$ cat src/rtl/bram_arb_pkg.sv
// Shared types and helpers for the multi-channel BRAM burst arbiter.
// Contents:
//   ch_w()            - width of a channel index for a given channel count
//   CH_W              - channel index width for the default channel count
//   bram_arb_state_t  - burst FSM state encoding
//   bram_arb_req_t    - one channel's burst request {we, addr, len}
package bram_arb_pkg;

    localparam int ARB_NUM_CH = 4;
    localparam int ARB_ADDR_W = 15;
    localparam int ARB_LEN_W  = 16;

    // A channel index always needs at least one bit, even for a single channel.
    function automatic int ch_w(input int n);
        return (n > 1) ? $clog2(n) : 1;
    endfunction

    localparam int CH_W = ch_w(ARB_NUM_CH);

    typedef enum logic [2:0] {
        S_IDLE,
        S_GRANT,
        S_RD,
        S_WR,
        S_DRAIN,
        S_DONE
    } bram_arb_state_t;

    typedef struct packed {
        logic                  we;
        logic [ARB_ADDR_W-1:0] addr;
        logic [ARB_LEN_W-1:0]  len;
    } bram_arb_req_t;

endpackage

$ cat src/rtl/rr_arbiter.sv
// Combinational round-robin picker.
// Ports:
//   req       in  - request vector, one bit per channel
//   ptr       in  - index of the most recently granted channel
//   grant     out - one-hot grant (all zero when nothing requests)
//   grant_idx out - index of the granted channel
// The search starts at ptr+1 and wraps, so the last winner has lowest priority.
module rr_arbiter
    import bram_arb_pkg::*;
#(
    parameter int NUM_CH = ARB_NUM_CH
) (
    input  logic [NUM_CH-1:0]       req,
    input  logic [ch_w(NUM_CH)-1:0] ptr,
    output logic [NUM_CH-1:0]       grant,
    output logic [ch_w(NUM_CH)-1:0] grant_idx
);

    localparam int CW = ch_w(NUM_CH);

    logic [CW-1:0] idx;
    logic          found;

    always_comb begin
        grant     = '0;
        grant_idx = '0;
        found     = 1'b0;
        idx       = '0;
        for (int i = 1; i <= NUM_CH; i++) begin
            idx = CW'((int'(ptr) + i) % NUM_CH);
            if (!found && req[idx]) begin
                grant[idx] = 1'b1;
                grant_idx  = idx;
                found      = 1'b1;
            end
        end
    end

endmodule

$ cat src/rtl/bram_burst_arbiter.sv
// Round-robin burst arbiter in front of one single-port BRAM.
// Ports:
//   clk, resetN                 - clock, synchronous active-low reset
//   abort                       - stop the running burst after the current beat
//   ch_req_valid/ready/we/addr/len - per-channel burst requests (ready pulses on grant)
//   ch_wdata/ch_wvalid/ch_wready   - per-channel write beat handshake
//   ch_done                     - one-cycle completion pulse per channel
//   rd_data/rd_valid/rd_ch      - shared read return stream, tagged by channel
//   busy                        - high whenever the FSM is not idle
//   bram_addr/wdata/en/we/rdata - BRAM port
// bram_rdata is expected RD_LATENCY-1 cycles after the read address; it is then
// registered here, so rd_valid appears RD_LATENCY cycles after the read enable.
module bram_burst_arbiter
    import bram_arb_pkg::*;
#(
    parameter int NUM_CH     = ARB_NUM_CH,
    parameter int ADDR_W     = ARB_ADDR_W,
    parameter int DATA_W     = 32,
    parameter int LEN_W      = ARB_LEN_W,
    parameter int RD_LATENCY = 2
) (
    input  logic                       clk,
    input  logic                       resetN,
    input  logic                       abort,
    input  logic [NUM_CH-1:0]          ch_req_valid,
    output logic [NUM_CH-1:0]          ch_req_ready,
    input  logic [NUM_CH-1:0]          ch_req_we,
    input  logic [NUM_CH*ADDR_W-1:0]   ch_req_addr,
    input  logic [NUM_CH*LEN_W-1:0]    ch_req_len,
    input  logic [NUM_CH*DATA_W-1:0]   ch_wdata,
    input  logic [NUM_CH-1:0]          ch_wvalid,
    output logic [NUM_CH-1:0]          ch_wready,
    output logic [NUM_CH-1:0]          ch_done,
    output logic [DATA_W-1:0]          rd_data,
    output logic                       rd_valid,
    output logic [$clog2(NUM_CH)-1:0]  rd_ch,
    output logic                       busy,
    output logic [ADDR_W-1:0]          bram_addr,
    output logic [DATA_W-1:0]          bram_wdata,
    output logic                       bram_en,
    output logic                       bram_we,
    input  logic [DATA_W-1:0]          bram_rdata
);

    localparam int CW = ch_w(NUM_CH);

    bram_arb_state_t state_q, state_d;
    logic [CW-1:0]     ptr_q, ptr_d;
    logic [CW-1:0]     cur_ch_q, cur_ch_d;
    logic [ADDR_W-1:0] cur_addr_q, cur_addr_d;
    logic [LEN_W-1:0]  rem_q, rem_d;
    logic [RD_LATENCY-1:0] pipe_v_q, pipe_v_d;
    logic [CW-1:0]     pipe_ch_q [RD_LATENCY];
    logic [CW-1:0]     pipe_ch_d [RD_LATENCY];
    logic [DATA_W-1:0] rd_data_q, rd_data_d;

    logic [NUM_CH-1:0] grant;
    logic [CW-1:0]     grant_idx;
    bram_arb_req_t     sel_req;
    logic [DATA_W-1:0] cur_wdata;
    logic              rd_issue;

    rr_arbiter #(.NUM_CH(NUM_CH)) u_rr (
        .req       (ch_req_valid),
        .ptr       (ptr_q),
        .grant     (grant),
        .grant_idx (grant_idx)
    );

    // Request fields of the winning channel, and write data of the owning channel.
    always_comb begin
        sel_req   = '0;
        cur_wdata = '0;
        for (int c = 0; c < NUM_CH; c++) begin
            if (grant[c]) begin
                sel_req.we   = ch_req_we[c];
                sel_req.addr = ch_req_addr[c*ADDR_W +: ADDR_W];
                sel_req.len  = ch_req_len[c*LEN_W +: LEN_W];
            end
            if (cur_ch_q == CW'(c)) begin
                cur_wdata = ch_wdata[c*DATA_W +: DATA_W];
            end
        end
    end

    always_comb begin
        state_d      = state_q;
        ptr_d        = ptr_q;
        cur_ch_d     = cur_ch_q;
        cur_addr_d   = cur_addr_q;
        rem_d        = rem_q;
        ch_req_ready = '0;
        ch_wready    = '0;
        ch_done      = '0;
        bram_en      = 1'b0;
        bram_we      = 1'b0;
        bram_addr    = cur_addr_q;
        bram_wdata   = '0;
        rd_issue     = 1'b0;

        case (state_q)
            S_IDLE: begin
                if (|ch_req_valid) state_d = S_GRANT;
            end
            S_GRANT: begin
                // A request that vanished before the grant just returns to idle.
                if (|grant) begin
                    ch_req_ready = grant;
                    ptr_d        = grant_idx;
                    cur_ch_d     = grant_idx;
                    cur_addr_d   = sel_req.addr;
                    rem_d        = sel_req.len;
                    if (sel_req.len == '0)  state_d = S_DONE;
                    else if (sel_req.we)    state_d = S_WR;
                    else                    state_d = S_RD;
                end else begin
                    state_d = S_IDLE;
                end
            end
            S_RD: begin
                bram_en    = 1'b1;
                rd_issue   = 1'b1;
                cur_addr_d = cur_addr_q + ADDR_W'(1);
                rem_d      = rem_q - LEN_W'(1);
                // The beat issued alongside abort still completes.
                if (abort || rem_q == LEN_W'(1)) state_d = S_DRAIN;
            end
            S_WR: begin
                ch_wready[cur_ch_q] = 1'b1;
                if (ch_wvalid[cur_ch_q]) begin
                    bram_en    = 1'b1;
                    bram_we    = 1'b1;
                    bram_wdata = cur_wdata;
                    cur_addr_d = cur_addr_q + ADDR_W'(1);
                    rem_d      = rem_q - LEN_W'(1);
                    if (rem_q == LEN_W'(1)) state_d = S_DONE;
                end
                if (abort) state_d = S_DONE;
            end
            S_DRAIN: begin
                if (pipe_v_q == '0) state_d = S_DONE;
            end
            S_DONE: begin
                ch_done[cur_ch_q] = 1'b1;
                state_d           = S_IDLE;
            end
            default: state_d = S_IDLE;
        endcase
    end

    // Read-return pipeline: valid and channel tag travel alongside the BRAM access;
    // data is captured as the tag enters the last stage.
    always_comb begin
        pipe_v_d[0]  = rd_issue;
        pipe_ch_d[0] = cur_ch_q;
        for (int k = 1; k < RD_LATENCY; k++) begin
            pipe_v_d[k]  = pipe_v_q[k-1];
            pipe_ch_d[k] = pipe_ch_q[k-1];
        end
        rd_data_d = pipe_v_d[RD_LATENCY-1] ? bram_rdata : rd_data_q;
    end

    always_ff @(posedge clk) begin
        if (!resetN) begin
            state_q    <= S_IDLE;
            ptr_q      <= CW'(NUM_CH - 1);
            cur_ch_q   <= '0;
            cur_addr_q <= '0;
            rem_q      <= '0;
            pipe_v_q   <= '0;
            rd_data_q  <= '0;
            for (int k = 0; k < RD_LATENCY; k++) pipe_ch_q[k] <= '0;
        end else begin
            state_q    <= state_d;
            ptr_q      <= ptr_d;
            cur_ch_q   <= cur_ch_d;
            cur_addr_q <= cur_addr_d;
            rem_q      <= rem_d;
            pipe_v_q   <= pipe_v_d;
            rd_data_q  <= rd_data_d;
            for (int k = 0; k < RD_LATENCY; k++) pipe_ch_q[k] <= pipe_ch_d[k];
        end
    end

    assign rd_valid = pipe_v_q[RD_LATENCY-1];
    assign rd_ch    = pipe_ch_q[RD_LATENCY-1];
    assign rd_data  = rd_data_q;
    assign busy     = (state_q != S_IDLE);

endmodule

$ cat config.mk
export PLATFORM = sky130hd
export DESIGN_NAME = bram_burst_arbiter
export DESIGN_NICKNAME = d
export VERILOG_FILES = /design/src/rtl/bram_arb_pkg.sv /design/src/rtl/rr_arbiter.sv /design/src/rtl/bram_burst_arbiter.sv
export SDC_FILE = /design/constraint.sdc
export NUM_CORES = 1
export LEC_CHECK = 0
export BUFFER_PORTS_ARGS = -buffer_cell sky130_fd_sc_hd__buf_2
export CAP_MARGIN = 15
export CORE_AREA = 5 5 152 154
export DETAILED_ROUTE_END_ITERATION = 8
export DIE_AREA = 0 0 157 159
export GPL_TIMING_DRIVEN = 0
export MAX_ROUTING_LAYER = met4
export SLEW_MARGIN = 20
export SYNTH_ARGS = -nofsm -noshare
export SYNTH_HDL_FRONTEND = slang
export SYNTH_SLANG_ARGS = --single-unit
$ cat constraint.sdc
create_clock -name clk -period 10.1 [get_ports clk]
set_input_delay 1.01 -clock clk [delete_from_list [all_inputs] [get_ports clk]]
set_output_delay 1.01 -clock clk [all_outputs]
set_load 0.03 [all_outputs]
Word level (Yosys, flattened, before mapping)
Memories as Yosys holds them, arrays and structs flattened.
Cells that the tools add are included.
{"block": "word_totals", "reg_bits": 72, "ram_bits": 4, "inputBits": 299, "output_inout_bits": 97, "elab_cells": 137, "memories": 1}
{"name": "pipe_ch_q", "depth": 2, "word_bits": 2, "rd": 2, "rd_clocked_by_memory_dff": 0, "wr": 2, "line": "bram_burst_arbiter.sv:53", "rtl": "logic [CW-1:0] pipe_ch_q [RD_LATENCY];"}
{"block": "classes", "addsub": 6, "order_cmp": 10, "eq_ne": 16, "muxes": 69, "bitwise_logic": 5, "reduce_logical": 23}
{"op": "32-bit two-way mux", "n": 10}
{"op": "16-bit one-hot mux with 3 select lines", "n": 1}
{"op": "15-bit one-hot mux with 3 select lines", "n": 1}
{"op": "16-bit two-way mux", "n": 2}
{"op": "4-bit two-way mux", "n": 8}
{"op": "15-bit two-way mux", "n": 2}
{"op": "3-bit two-way mux", "n": 8}
{"op": "1-bit two-way mux", "n": 19}
{"op": "16-bit by 1-bit == test with 1-bit output (second input constant)", "n": 1}
{"op": "16-bit logical NOT", "n": 1}
{"op": "16-bit by 1-bit subtractor with 16-bit output (second input constant)", "n": 1}
{"op": "15-bit by 1-bit adder with 15-bit output (second input constant)", "n": 1}
{"op": "2-bit by 3-bit < comparator with 1-bit output (second input constant)", "n": 5}
{"op": "3-bit one-hot mux with 5 select lines", "n": 1}
{"op": "2-bit two-way mux", "n": 6}
{"op": "4-bit bitwise OR", "n": 3}
{"op": "1-bit binary-select mux with 2-bit select", "n": 5}
{"op": "1-bit demux with 2-bit select", "n": 5}
{"op": "2-bit by 1-bit >= comparator with 1-bit output (second input constant)", "n": 5}
{"op": "2-bit != test (second input constant)", "n": 5}
{"op": "1-bit logical AND", "n": 8}
{"op": "4-bit OR reduction", "n": 2}
{"op": "3-bit by 2-bit == test with 1-bit output (second input constant)", "n": 2}
{"op": "3-bit == test (second input constant)", "n": 2}
{"op": "other kinds (16)", "n": 25}

Depth between registers and ports, before layout
{"block": "logic_depth", "depth_word": 21, "mapped_depth": 16, "depth_no_buf": 11}

Cells and area by module
From an unflattened synthesis, not the netlist that was laid out.
{"block": "hier_totals", "cells_unflattened": 738, "area_unflattened_um2": 6119.6}
{"module": "bram_burst_arbiter", "n_inst": 1, "cells_per_inst": 679, "area_each_um2": 5629.1, "seq_area_each_um2": 1521.5}
{"module": "rr_arbiter", "n_inst": 1, "cells_per_inst": 59, "area_each_um2": 490.5, "seq_area_each_um2": 0.0}

Worst setup path before layout
Ideal clock, no wire load.
{"block": "synth_path", "path_type": "register to output", "from": "register ptr_q[0]", "to": "output ch_req_ready[2]", "t_arrival_ps": 2954, "required_ps": 9090, "slack_ps": 6136, "stages_incl_launch_ff": 13, "path_buffers": 6, "cell_sequence": "dfxtp_1 buf_6 inv_1 ha_1 clkbuf_1 mux4_2 buf_6 a221o_1 o21ai_4 buf_4 buf_4 buf_4 nor2_1"}
{"block": "synth_via", "elab_chain_len": 16, "elab_cells_between_ends": 51, "cone_classes": "add/sub (4); order compare (8); mux (25); bitwise (3); reduce/logical (11)"}
{"item": "start, declared", "line": "bram_burst_arbiter.sv:48", "rtl": "logic [CW-1:0] ptr_q, ptr_d;"}
{"item": "start signal, assigned", "line": "bram_burst_arbiter.sv:166", "rtl": "ptr_q <= CW'(NUM_CH - 1);"}
{"item": "start signal, assigned", "line": "bram_burst_arbiter.sv:175", "rtl": "ptr_q <= ptr_d;"}
{"item": "parallel branches: the longest is 12 deep, another holds 2-bit by 3-bit < comparator with 1-bit output"}
{"item": "4-bit two-way mux *", "line": "rr_arbiter.sv:31", "rtl": "if (!found && req[idx]) begin"}
{"item": "4-bit OR reduction", "line": "bram_burst_arbiter.sv:107", "rtl": "if (|grant) begin"}
{"item": "4-bit two-way mux *", "line": "bram_burst_arbiter.sv:107"}
{"item": "4-bit two-way mux *", "line": "bram_burst_arbiter.sv:101", "rtl": "case (state_q)"}
{"item": "end, declared", "line": "bram_burst_arbiter.sv:26", "rtl": "output logic [NUM_CH-1:0] ch_req_ready,"}
Every way passes the cells marked *. The select of a mux whose other input is x is not followed.

Final worst setup path
Same ends and word-level chain as after synthesis.

==> metrics list <==
- Post-CTS sizing: 0
* Final Slew Violations: 0
- Final global-route overflow total: 0
- In this run the vertical extent of the chip is 159 um.
- CP Class: flip-flop to output pin
* Count of warnings emitted by yosys: 0
* Combinational cell fraction of total power: roughly 72%
- Post-synthesis sequential area ratio: 24.7%
- Mean post-synth cell area: 8.21 um^2
- Setup slack at placement: 5.54 ns
- After detailed routing, the wire length on met1 is about 11 mm.
- Initial DRC Count: about 570
- Setup violations remaining at the end of the flow were counted as 0.
* Total detailed-routing wirelength: about 30 mm
- The path class of the tightest hold or removal check is flip-flop to flip-flop.
- Summed over all nets, the switching power comes to ~1500 uW.
- PnR worst setup slack: just over 5 ns
- The startpoint identified for the worst register-to-register timing path is ptr_q[0].
- Number of flops mapped to enable cells by yosys: 0
- The worst hold path begins at pipe_ch_q[0][1].
- Sum of negative setup slack: 0 ns
- The worst path uses 49.0% of the clock period.
* Clock tree skew after final layout: between 0.007 and 0.008 ns
- Mapped Cells: about 750
- Remaining max-slew budget at the tightest pin: roughly two fifths
- The synthesized design spends more area on one cell type than any other, namely sky130_fd_sc_hd__dfxtp_1.
- P_int: about 1400 uW
* Setup slack on the worst flop-to-flop path: around 5.7 ns
- Ports: 396
- Data arrives at the worst endpoint at 3.94 ns.
- For this configuration, the core starts out at a cell density of between 20% and 30%.
* Half-perimeter wire length after detailed placement: 25.1 mm
- Critical Path Source Type: flip-flop
- The floorplan has 54 rows.
* Layout Cell Area excl Fill: 8840 um^2
- Power spread over the standard cell area amounts to roughly 330 nW/um^2.
* Antenna violations before repair: 12
- TritonCTS built the clock tree.
- Maximum number of pins on one net before global-route repair: 13
- First-pass GRT wire length: 43.9 mm
* Post-CTS setup buffer count: 0
- Share of final-layout standard cells stronger than drive strength 1: around two fifths
- Compared with the post-synthesis result, the final layout area differs by 43.3%.
* Clock power share: 12.4%
* Worst hold margin: around 0.43 ns
- Top-area cell type share of the netlist area: about 25%
- Synthesis produced a netlist with a net count of 1061.
- Uppermost signal routing layer after detailed routing: met4
- Worst-case reg-to-reg path depth: 15
* Clock-pin slew reported for the worst setup and hold paths after clock tree synthesis: 0.06 ns
* # hold bufs at CTS: 0
* Max Fclk: slightly above 200 MHz
- The worst hold path terminates at pipe_ch_q[0][3].
* Unique masters post-synth: between 60 and 70
* Outcome: completed
* Layout Nets: 1466
- For the worst-skew pair, the clock arrives at the later sink with an insertion delay of about 0.34 ns.
* Area of the mapped netlist: 6170 um^2
- #FFs+latches synth: 76
- Deepest clock path buffer count: 2
* Crit. End Element: output pin
- The library cell used most frequently in the layout, excluding fill and tap cells, is sky130_fd_sc_hd__buf_2.
- The via count of the first global-routing pass came to between 7000 and 8000.
- Summed over all cells, the static leakage comes to between 0.004 and 0.005 uW.
- Along the worst hold path, the cell count comes to 1.
* Total die area: 25000 um^2
* Required time at the endpoint of the critical path: around 9 ns
- Number of input and output port buffers inserted: a little under 400
- Final weighted congestion in routability-driven placement: 0.989
- Along the worst path, the maximum fanout reaches 10.
- Total iterations of the first detailed-routing run: 6
* Met3 WL: between 2 and 2.5 mm
- After detailed routing, the average wire length per cell comes to between 20 and 25 um.
* H-Tree Level Count: 3
- The routed layout has ~7700 vias.
- Minimum clock period: slightly below 5 ns
- Net switching fraction of the power: between 50% and 60%
* Main synth FF type: sky130_fd_sc_hd__dfxtp_1
* Die extent in x: around 160 um
* CTS Buf Count: 9
- Leading cell types by total area after synthesis: sky130_fd_sc_hd__dfxtp_1, sky130_fd_sc_hd__mux4_2, sky130_fd_sc_hd__nor2_1
* Reg2Reg Capture Point: state_q[0]
- For the pin with the worst max-slew slack, the measured transition is 0.872 ns.
* Number of maximum-capacitance violations: 0
- RSZ-0062 raised after global routing: no
* Routed wl met2: 15.7 mm
- Area after detailed placement: 8490 um^2
* DRC: 0
* Setup crit start: ptr_q[0]
- Using the TritonRoute via totals, the vias-per-cell ratio works out to 5.28.
- Synth async-reset ratio: 0%
* Std-Cell Core Area: 21600 um^2
- Library cell used as clock root buffer: sky130_fd_sc_hd__clkbuf_16
* Leading cell types in the layout, fill and taps excluded: sky130_fd_sc_hd__buf_2, sky130_fd_sc_hd__nor2_1, sky130_fd_sc_hd__dfxtp_1
- Across the VDD grid, the largest voltage drop is 0.162 mV.
* TritonCTS sink count: between 70 and 80
- Final-report hold violation count: 0
- Global-route usage over all layers: a little under a quarter
* Sequential cell fraction of total power: between 10% and 20%
- Remaining number of nets flagged by the antenna check after routing: 0
==> kinds of logic (layout without fill, tap and decap cells) <==
group,count (synthesis),count (layout),synth area share (%)
flops,76,76,24.7
mux,80,80,20.6
other cells,0,10,0
fa+ha+maj,11,11,2.23
compound gates,203,203,23.5
buf+inv,78,487,5.62
simple gates,303,303,23.4
==> Yosys cell counts (9+ instances only) <==
cell and number:
sky130_fd_sc_hd__and3_1 10, sky130_fd_sc_hd__mux4_2 37, sky130_fd_sc_hd__clkbuf_1 37, sky130_fd_sc_hd__dfxtp_1 76, sky130_fd_sc_hd__o21ai_0 47, sky130_fd_sc_hd__a22oi_1 9
sky130_fd_sc_hd__nor3_1 20, sky130_fd_sc_hd__nand2_1 64, sky130_fd_sc_hd__a211oi_1 15, sky130_fd_sc_hd__buf_2 10, sky130_fd_sc_hd__nor2_1 109, sky130_fd_sc_hd__nand3_1 22
sky130_fd_sc_hd__inv_1 17, sky130_fd_sc_hd__a221oi_1 21, sky130_fd_sc_hd__ha_1 11, sky130_fd_sc_hd__o31ai_1 15, sky130_fd_sc_hd__o211ai_1 9, sky130_fd_sc_hd__a21oi_1 39
sky130_fd_sc_hd__nor2b_1 39, sky130_fd_sc_hd__mux2i_1 39
==> metrics by stage <==
stage | total power, uW | utilization, % | cells
2_1_floorplan | 1920 | - | 751
3_3_place_gp | 2510 | 39.4 | 1425
3_5_place_dp | 2520 | 39.4 | 1425
4_1_cts | 2880 | 40.9 | 1440
5_1_grt | 3100 | 41.0 | 1450
6_report | 2880 | 41.0 | 1450
==> registers in the layout, summed over array words and instances, names as in the netlist <==
register	cells
pipe_v_q	2
cur_ch_q	2
rd_data	32
ptr_q	2
bram_addr	15
pipe_ch_q	4
rem_q	16
state_q	3
==> layer usage <==
layer / vias up / GRT usage, %
li1: 3628 / -
met1: 3596 / 25.2
met2: 368 / 41.0
met3: 64 / 4.32
met4: 0 / 10.8
met5: - / -
==> worst max-delay path, cell delays in order, from the launching register on <==
cell	delay, ns
sky130_fd_sc_hd__dfxtp_1	0.56
sky130_fd_sc_hd__buf_6	0.21
sky130_fd_sc_hd__inv_1	0.13
sky130_fd_sc_hd__ha_1	0.30
sky130_fd_sc_hd__clkbuf_1	0.27
sky130_fd_sc_hd__mux4_2	0.43
sky130_fd_sc_hd__buf_6	0.17
sky130_fd_sc_hd__a221o_1	0.32
sky130_fd_sc_hd__o21ai_4	0.31
sky130_fd_sc_hd__buf_4	0.24
sky130_fd_sc_hd__buf_4	0.20
sky130_fd_sc_hd__buf_4	0.21
sky130_fd_sc_hd__nor2_1	0.05
sky130_fd_sc_hd__buf_2	0.18
==> power by group through the flow <==
stage                     clock [uW]  combinational, uW  sequential [uW]
after floorplan                    0               1410              502
after global placement             0               2060              445
after detailed placement           0               2070              447
after CTS                        363               2080              441
after global routing             377               2270              454
final                            357               2080              442
==> worst max path at each step <==
stage                      endpoint  slack [ns]  depth (start not counted)
floorplan           ch_req_ready[2]        6.14                         12
global placement    ch_req_ready[2]        5.53                         13
detailed placement  ch_req_ready[2]        5.54                         13
CTS                 ch_req_ready[2]        5.17                         13
global route        ch_req_ready[2]        4.97                         13
finish              ch_req_ready[2]        5.15                         13
==> final cells by class <==
class	instances	area, um^2
Tap cell	280	350
Buffer	61	283
Sequential cell	76	1520
Multi-Input combinational cell	597	4300
Antenna cell	10	25.0
Clock buffer	11	253
Inverter	17	63.8
Clock inverter	4	72.6
Fill cell	2310	12700
Timing Repair Buffer	394	1970
No activity file was read; power rests on OpenSTA's default activity.
